## src/rtl/grid_mem_arbiter.sv

```systemverilog
`default_nettype none
// ============================================================================
// grid_mem_arbiter - clears the grid RAM after reset, then shares its single
// port between display reads and game reads/writes. Option: STARVE_GUARD_EN
// Revision: 1.0
// ============================================================================
module grid_mem_arbiter #(
  parameter int ADDR_W     = 10,
  parameter int DEPTH      = 768,
  parameter int DATA_W     = 2,
  parameter int STARVE_MAX = 64
) (
  input  logic              clk_in,
  input  logic              rst,
  input  logic              disp_req,
  input  logic [ADDR_W-1:0] disp_addr,
  output logic [DATA_W-1:0] disp_rdata,
  output logic              disp_valid,
  output logic              disp_miss,
  input  logic              game_req,
  input  logic              game_we,
  input  logic [ADDR_W-1:0] game_addr,
  input  logic [DATA_W-1:0] game_wdata,
  output logic              game_gnt,
  output logic [DATA_W-1:0] game_rdata,
  output logic              game_rvalid,
  output logic              init_done,
  output logic              mem_en,
  output logic              mem_we,
  output logic [ADDR_W-1:0] mem_addr,
  output logic [DATA_W-1:0] mem_wdata,
  input  logic [DATA_W-1:0] mem_rdata
);

  localparam logic [ADDR_W-1:0] C_LAST_ADDR = ADDR_W'(DEPTH - 1);

  if (DEPTH < 1 || DEPTH > (1 << ADDR_W) || STARVE_MAX < 1) begin : g_bad_cfg
    $error("grid_mem_arbiter: illegal DEPTH/ADDR_W/STARVE_MAX combination");
  end

  typedef enum logic [0:0] {ST_CLEAR = 1'b0, ST_RUN = 1'b1} state_t;

  state_t              state_q, state_d;
  logic [ADDR_W-1:0]   clr_q, clr_d;
  logic                mem_en_d, mem_we_d;
  logic [ADDR_W-1:0]   mem_addr_d;
  logic [DATA_W-1:0]   mem_wdata_d;
  logic                mem_en_q, mem_we_q;
  logic [ADDR_W-1:0]   mem_addr_q;
  logic [DATA_W-1:0]   mem_wdata_q;
  logic                gnt_d, gnt_q, miss_d, miss_q;
  logic                p1_vld_d, p1_game_d, p1_zero_d;
  logic                p1_vld_q, p1_game_q, p1_zero_q;
  logic                p2_vld_q, p2_game_q, p2_zero_q;
  logic                disp_valid_q, game_rvalid_q, init_done_q;
  logic [DATA_W-1:0]   disp_rdata_q, game_rdata_q;
  logic                w_force;

`ifdef STARVE_GUARD_EN
  localparam int C_STARVE_W = $clog2(STARVE_MAX + 1);
  logic [C_STARVE_W-1:0] starve_q, starve_d;

  assign w_force = (starve_q == C_STARVE_W'(STARVE_MAX)) && game_req && !gnt_q;

  always_comb begin
    starve_d = starve_q;
    if (gnt_q)
      starve_d = '0;
    else if (state_q == ST_RUN && game_req && disp_req && !w_force)
      starve_d = starve_q + C_STARVE_W'(1);
  end

  always_ff @(posedge clk_in) begin
    if (rst) starve_q <= '0;
    else     starve_q <= starve_d;
  end
`else
  assign w_force = 1'b0;
`endif

  always_comb begin
    state_d     = state_q;
    clr_d       = clr_q;
    mem_en_d    = 1'b0;
    mem_we_d    = 1'b0;
    mem_addr_d  = '0;
    mem_wdata_d = '0;
    gnt_d       = 1'b0;
    miss_d      = 1'b0;
    p1_vld_d    = 1'b0;
    p1_game_d   = 1'b0;
    p1_zero_d   = 1'b0;
    case (state_q)
      ST_CLEAR: begin
        mem_en_d   = 1'b1;
        mem_we_d   = 1'b1;
        mem_addr_d = clr_q;
        clr_d      = clr_q + ADDR_W'(1);
        if (clr_q == C_LAST_ADDR) state_d = ST_RUN;
        // Display reads during the sweep are answered with an empty cell.
        p1_vld_d  = disp_req;
        p1_zero_d = disp_req;
      end
      ST_RUN: begin
        if (game_req && !gnt_q && (!disp_req || w_force)) begin
          gnt_d       = 1'b1;
          miss_d      = disp_req;
          mem_en_d    = 1'b1;
          mem_we_d    = game_we;
          mem_addr_d  = game_addr;
          mem_wdata_d = game_wdata;
          p1_vld_d    = !game_we;
          p1_game_d   = 1'b1;
        end else if (disp_req) begin
          mem_en_d   = 1'b1;
          mem_addr_d = disp_addr;
          p1_vld_d   = 1'b1;
        end
      end
    endcase
  end

  always_ff @(posedge clk_in) begin
    if (rst) begin
      state_q       <= ST_CLEAR;
      clr_q         <= '0;
      mem_en_q      <= 1'b0;
      mem_we_q      <= 1'b0;
      mem_addr_q    <= '0;
      mem_wdata_q   <= '0;
      gnt_q         <= 1'b0;
      miss_q        <= 1'b0;
      p1_vld_q      <= 1'b0;
      p1_game_q     <= 1'b0;
      p1_zero_q     <= 1'b0;
      p2_vld_q      <= 1'b0;
      p2_game_q     <= 1'b0;
      p2_zero_q     <= 1'b0;
      disp_valid_q  <= 1'b0;
      disp_rdata_q  <= '0;
      game_rvalid_q <= 1'b0;
      game_rdata_q  <= '0;
      init_done_q   <= 1'b0;
    end else begin
      state_q       <= state_d;
      clr_q         <= clr_d;
      mem_en_q      <= mem_en_d;
      mem_we_q      <= mem_we_d;
      mem_addr_q    <= mem_addr_d;
      mem_wdata_q   <= mem_wdata_d;
      gnt_q         <= gnt_d;
      miss_q        <= miss_d;
      p1_vld_q      <= p1_vld_d;
      p1_game_q     <= p1_game_d;
      p1_zero_q     <= p1_zero_d;
      p2_vld_q      <= p1_vld_q;
      p2_game_q     <= p1_game_q;
      p2_zero_q     <= p1_zero_q;
      // The owner tag travels with the read so data returns to its requester.
      disp_valid_q  <= p2_vld_q && !p2_game_q;
      game_rvalid_q <= p2_vld_q && p2_game_q;
      if (p2_vld_q && !p2_game_q) disp_rdata_q <= p2_zero_q ? '0 : mem_rdata;
      if (p2_vld_q && p2_game_q)  game_rdata_q <= mem_rdata;
      init_done_q   <= init_done_q || (state_q == ST_RUN);
    end
  end

  assign mem_en      = mem_en_q;
  assign mem_we      = mem_we_q;
  assign mem_addr    = mem_addr_q;
  assign mem_wdata   = mem_wdata_q;
  assign game_gnt    = gnt_q;
  assign disp_miss   = miss_q;
  assign disp_valid  = disp_valid_q;
  assign disp_rdata  = disp_rdata_q;
  assign game_rvalid = game_rvalid_q;
  assign game_rdata  = game_rdata_q;
  assign init_done   = init_done_q;

endmodule
`default_nettype wire
```

## config.mk

```make
export PLATFORM = sky130hd
export DESIGN_NAME = grid_mem_arbiter
export DESIGN_NICKNAME = d
export VERILOG_FILES = /design/src/rtl/grid_mem_arbiter.sv
export SDC_FILE = /design/constraint.sdc
export NUM_CORES = 1
export LEC_CHECK = 0
export ABC_AREA = 1
export BUFFER_PORTS_ARGS = -buffer_cell sky130_fd_sc_hd__buf_2
export CELL_PAD_IN_SITES_DETAIL_PLACEMENT = 1
export CELL_PAD_IN_SITES_GLOBAL_PLACEMENT = 2
export CORE_UTILIZATION = 24
export DETAILED_ROUTE_END_ITERATION = 10
export PLACE_DENSITY_LB_ADDON = 0.15
export SLEW_MARGIN = 0
export SYNTH_ARGS = -nofsm -noshare
export SYNTH_HDL_FRONTEND = slang
export SYNTH_SLANG_ARGS = --single-unit
export TNS_END_PERCENT = 20
```

## constraint.sdc

```tcl
create_clock -name clk_in -period 1.4 [get_ports clk_in]
set_clock_uncertainty 0.2 [all_clocks]
set_input_delay 0.42 -clock clk_in [delete_from_list [all_inputs] [get_ports clk_in]]
set_output_delay 0.42 -clock clk_in [all_outputs]
set_load 0.1 [all_outputs]
```

==> summary.md <==
| Metric | Value |
|---|---|
| Status | `finished, violations left` |
| Portion of total power attributed to sequential cells | `roughly 53%` |
| Cell class contributing the biggest share of worst-path delay | `flip-flops` |
| Hold violation count in the final report | `0` |
| Leakage component of the power | `roughly 1.1 nW` |
| TritonCTS clock tree | `yes` |
| FP Rows | `28` |
| Starting Density | `between 20 and 30%` |
| Max Fanout on Critical Path | `2` |
| Overall Global Routing Usage | `~14%` |
| Global routing's busiest layer | `met2` |
| Switching share of total power | `a little over a quarter` |
| Logic pwr share | `between 10% and 20%` |
| Die boundary height | `roughly 80 um` |
| Worst Hold Class | `input pin to register` |
| Worst-path cell chain | `buf_12` |
| Global-route track usage on met2 | `between 20% and 30%` |
| Clock network fraction of total power | `about a third` |
| Type of origin of the critical path | `register` |
| Clk Latency, worst-skew pair | `about 0.29 ns` |
| Final slew viol count | `0` |
| Warnings, synthesis | `0` |
| Sequential area share after synthesis | `about 52%` |
| Number of clock buffers inserted by TritonCTS | `5` |
| Design internal power | `between 1.5 and 2 mW` |
| Primary FF master, synth | `sky130_fd_sc_hd__dfxtp_1` |
| Mapped Avg Cell Area | `~8.1 um2` |
| Post-layout power | `2.18 mW` |
| Total via count after detailed routing | `1,402` |
| Post-detailed-placement half-perimeter wirelength | `~3300 um` |
| Maximum count of clock buffers along a single path | `2` |
| Clock net sink count | `39` |
| Cell at the root of the clock tree | `sky130_fd_sc_hd__clkbuf_8` |
| Post-Syn Nets | `approximately 220` |
| Switching pwr | `0.585 mW` |
| Residual DRC | `0` |
| Quantity of I/O buffers inserted on ports | `51` |
| Synthesis-to-layout area growth | `64.3%` |
| VDD IR max | `448 uV` |
| Arrival time at the worst endpoint | `between 0.8 and 0.9 ns` |
| Slowest Stage Delay on Critical Path | `0.37 ns` |
| Layout Nets | `290` |
| Iter 0 DRT Violations | `37` |
| DIE AREA | `between 6000 and 7000 um2` |
| Largest net degree at the start of global routing | `13` |
| Fmax | `between 600 and 700 MHz` |
| I/O pin cnt | `52` |
| Aggregate routed wire length | `~4000 um` |
| Failing checks | `setup timing` |
| Power per cell area | `about 890 nW/um2` |
| Number of antenna violations at the first check in global routing | `0` |
| EDFF count, synth | `0` |
| Share of the cycle needed by the critical path after routing | `104%` |
| Worst slack at placement | `-0.109 ns` |
| Area inside the core boundary | `5960 um2` |
| Number of antenna repair diodes | `0` |
| Worst path setup slack after routing | `-0.0541 ns` |
| Post-CTS setup repair buffer count | `0` |
| Met3 Use GR | `between 4 and 5%` |
| Grt total ovfl | `0` |
| Clock H-tree levels | `2` |
| Max-Cap Viols | `0` |
| Die X | `81.0 um` |
| Routed length per instance | `roughly 12 um` |
| Setup crit end kind | `output pin` |
| Netlist cell types | `25` |
| Met1 global-route usage | `about 17%` |
| Gate count of the mapped netlist | `around 190` |
| Share of flip-flops with an asynchronous set or reset after synthesis | `0%` |
| Fraction of layout instances using a drive strength above 1 | `47.9%` |
| Number of global-route vias before repair | `around 1,400` |
| Minimum clock period | `~1.5 ns` |
| Total iterations of the first detailed-routing run | `4` |
| Wire length of the first global-routing pass | `6600 um` |
| Critical setup path kind | `register to output pin` |
| Via count normalized by instance count | `about 4.2` |
| Required time at the endpoint of the critical path | `0.78 ns` |
| Post-synth design cell area | `between 1000 and 1500 um2` |
| Number of buffers and inverters on the critical path | `1` |
| Slowest stage cell on the critical path | `sky130_fd_sc_hd__dfxtp_2` |
| Setup repair after global routing missed its margin | `yes` |
| Final RePlAce weighted congestion | `about 0.7` |
| Count of state elements after synthesis | `39` |
| Clock Pin Slew Worst Setup and Hold Paths | `about 0.080 ns` |
| Setup Viol. Count Final | `23` |
| Number of nets still failing antenna checks after routing | `0` |
| Accumulated negative setup slack | `-0.690 ns` |
| Post-route core utilization | `between 40% and 50%` |
[stage by stage]
step	hold WS (ns)	instance area (um2)	std cells
3_5_place_dp	0.204	2320	328
4_1_cts	0.109	2430	336
5_1_grt	0.119	2460	336
6_report	0.124	2460	336
3_3_place_gp	0.196	2320	328
2_1_floorplan	0.188	1510	186
[synth_stat cells, types with 2 or more instances]
library cell / n / area (um2)
sky130_fd_sc_hd__a21oi_1: 12 / 60.1
sky130_fd_sc_hd__a22oi_1: 8 / 60.1
sky130_fd_sc_hd__buf_2: 2 / 10.0
sky130_fd_sc_hd__buf_6: 2 / 22.5
sky130_fd_sc_hd__dfxtp_1: 39 / 781
sky130_fd_sc_hd__inv_1: 23 / 86.3
sky130_fd_sc_hd__inv_2: 3 / 11.3
sky130_fd_sc_hd__nand2_1: 39 / 146
sky130_fd_sc_hd__nand3_1: 11 / 55.1
sky130_fd_sc_hd__nor2_1: 22 / 82.6
sky130_fd_sc_hd__nor2_2: 5 / 31.3
sky130_fd_sc_hd__nor2_4: 2 / 22.5
sky130_fd_sc_hd__o21ai_0: 5 / 25.0
sky130_fd_sc_hd__o31ai_1: 2 / 15.0
[cells by family after synthesis]
logic type / count (synthesis) / share of synthesized area [%]
other: 1 / 0.250
buffers and inverters: 32 / 9.52
AOI/OAI and AO/OA: 30 / 12.2
DFF: 39 / 52.1
and+or+nand+nor: 83 / 25.1
adders and majority gates: 1 / 0.835
[flip-flops by register name (all words and copies together) (netlist names), 2 cells and up]
signal / cells
clr_q: 10
disp_rdata: 2
game_rdata: 2
mem_addr: 10
mem_wdata: 2
[area by class of cell]
class	count	area (um2)
clock buffer	6	72.6
clock inverter	2	12.5
inverter	27	106
sequential	39	820
tap	75	93.8
timing repair buffer	72	758
fill	732	3490
multi-input combinational	115	598
[final timing paths]
path	slack (ns)	to	startpoint	cells after the start
worst max-delay path	-0.05	disp_rdata[1]	disp_rdata[1]	1
worst min-delay path	0.12	mem_addr[5]	game_addr[5]	3
worst max register to register	0.06	clr_q[8]	clr_q[1]	6
worst min register to register	0.21	p2_zero_q	p1_zero_q	2
[cells in the final DEF (no fill, tap or decap), types with 2 or more instances in the layout]
cell type,count
sky130_fd_sc_hd__a22oi_1,8
sky130_fd_sc_hd__clkbuf_8,5
sky130_fd_sc_hd__inv_2,3
sky130_fd_sc_hd__dfxtp_4,2
sky130_fd_sc_hd__nor2_1,21
sky130_fd_sc_hd__nand3_1,11
sky130_fd_sc_hd__buf_2,28
sky130_fd_sc_hd__nor2_2,5
sky130_fd_sc_hd__nor2_4,3
sky130_fd_sc_hd__nand2_1,37
sky130_fd_sc_hd__inv_1,23
sky130_fd_sc_hd__buf_12,23
sky130_fd_sc_hd__a21oi_1,11
sky130_fd_sc_hd__dfxtp_2,25
sky130_fd_sc_hd__o21ai_0,4
sky130_fd_sc_hd__buf_4,21
sky130_fd_sc_hd__nand2_2,2
sky130_fd_sc_hd__dfxtp_1,12
[layer usage]
metal	share of wire, %	routed length (um)
met5	0	0
met4	1.0	43
met3	5.8	236
met2	48	1960
met1	45	1860
[power by group through the flow]
stage	Sequential, mW	Combinational (mW)	Clock (mW)
floorplan	1.26	0.0589	0
global placement	1.18	0.280	0
detailed placement	1.18	0.282	0
CTS	1.15	0.283	0.795
global route	1.15	0.300	0.837
finish	1.15	0.281	0.752
[timing repair]
action	in CTS	in global routing
endpoints found under the setup margin	35	31
hold buffers	0	0
gates resized for setup	22	11
pin swaps	0	1
Note: power is estimated with default switching activity, not from simulation.
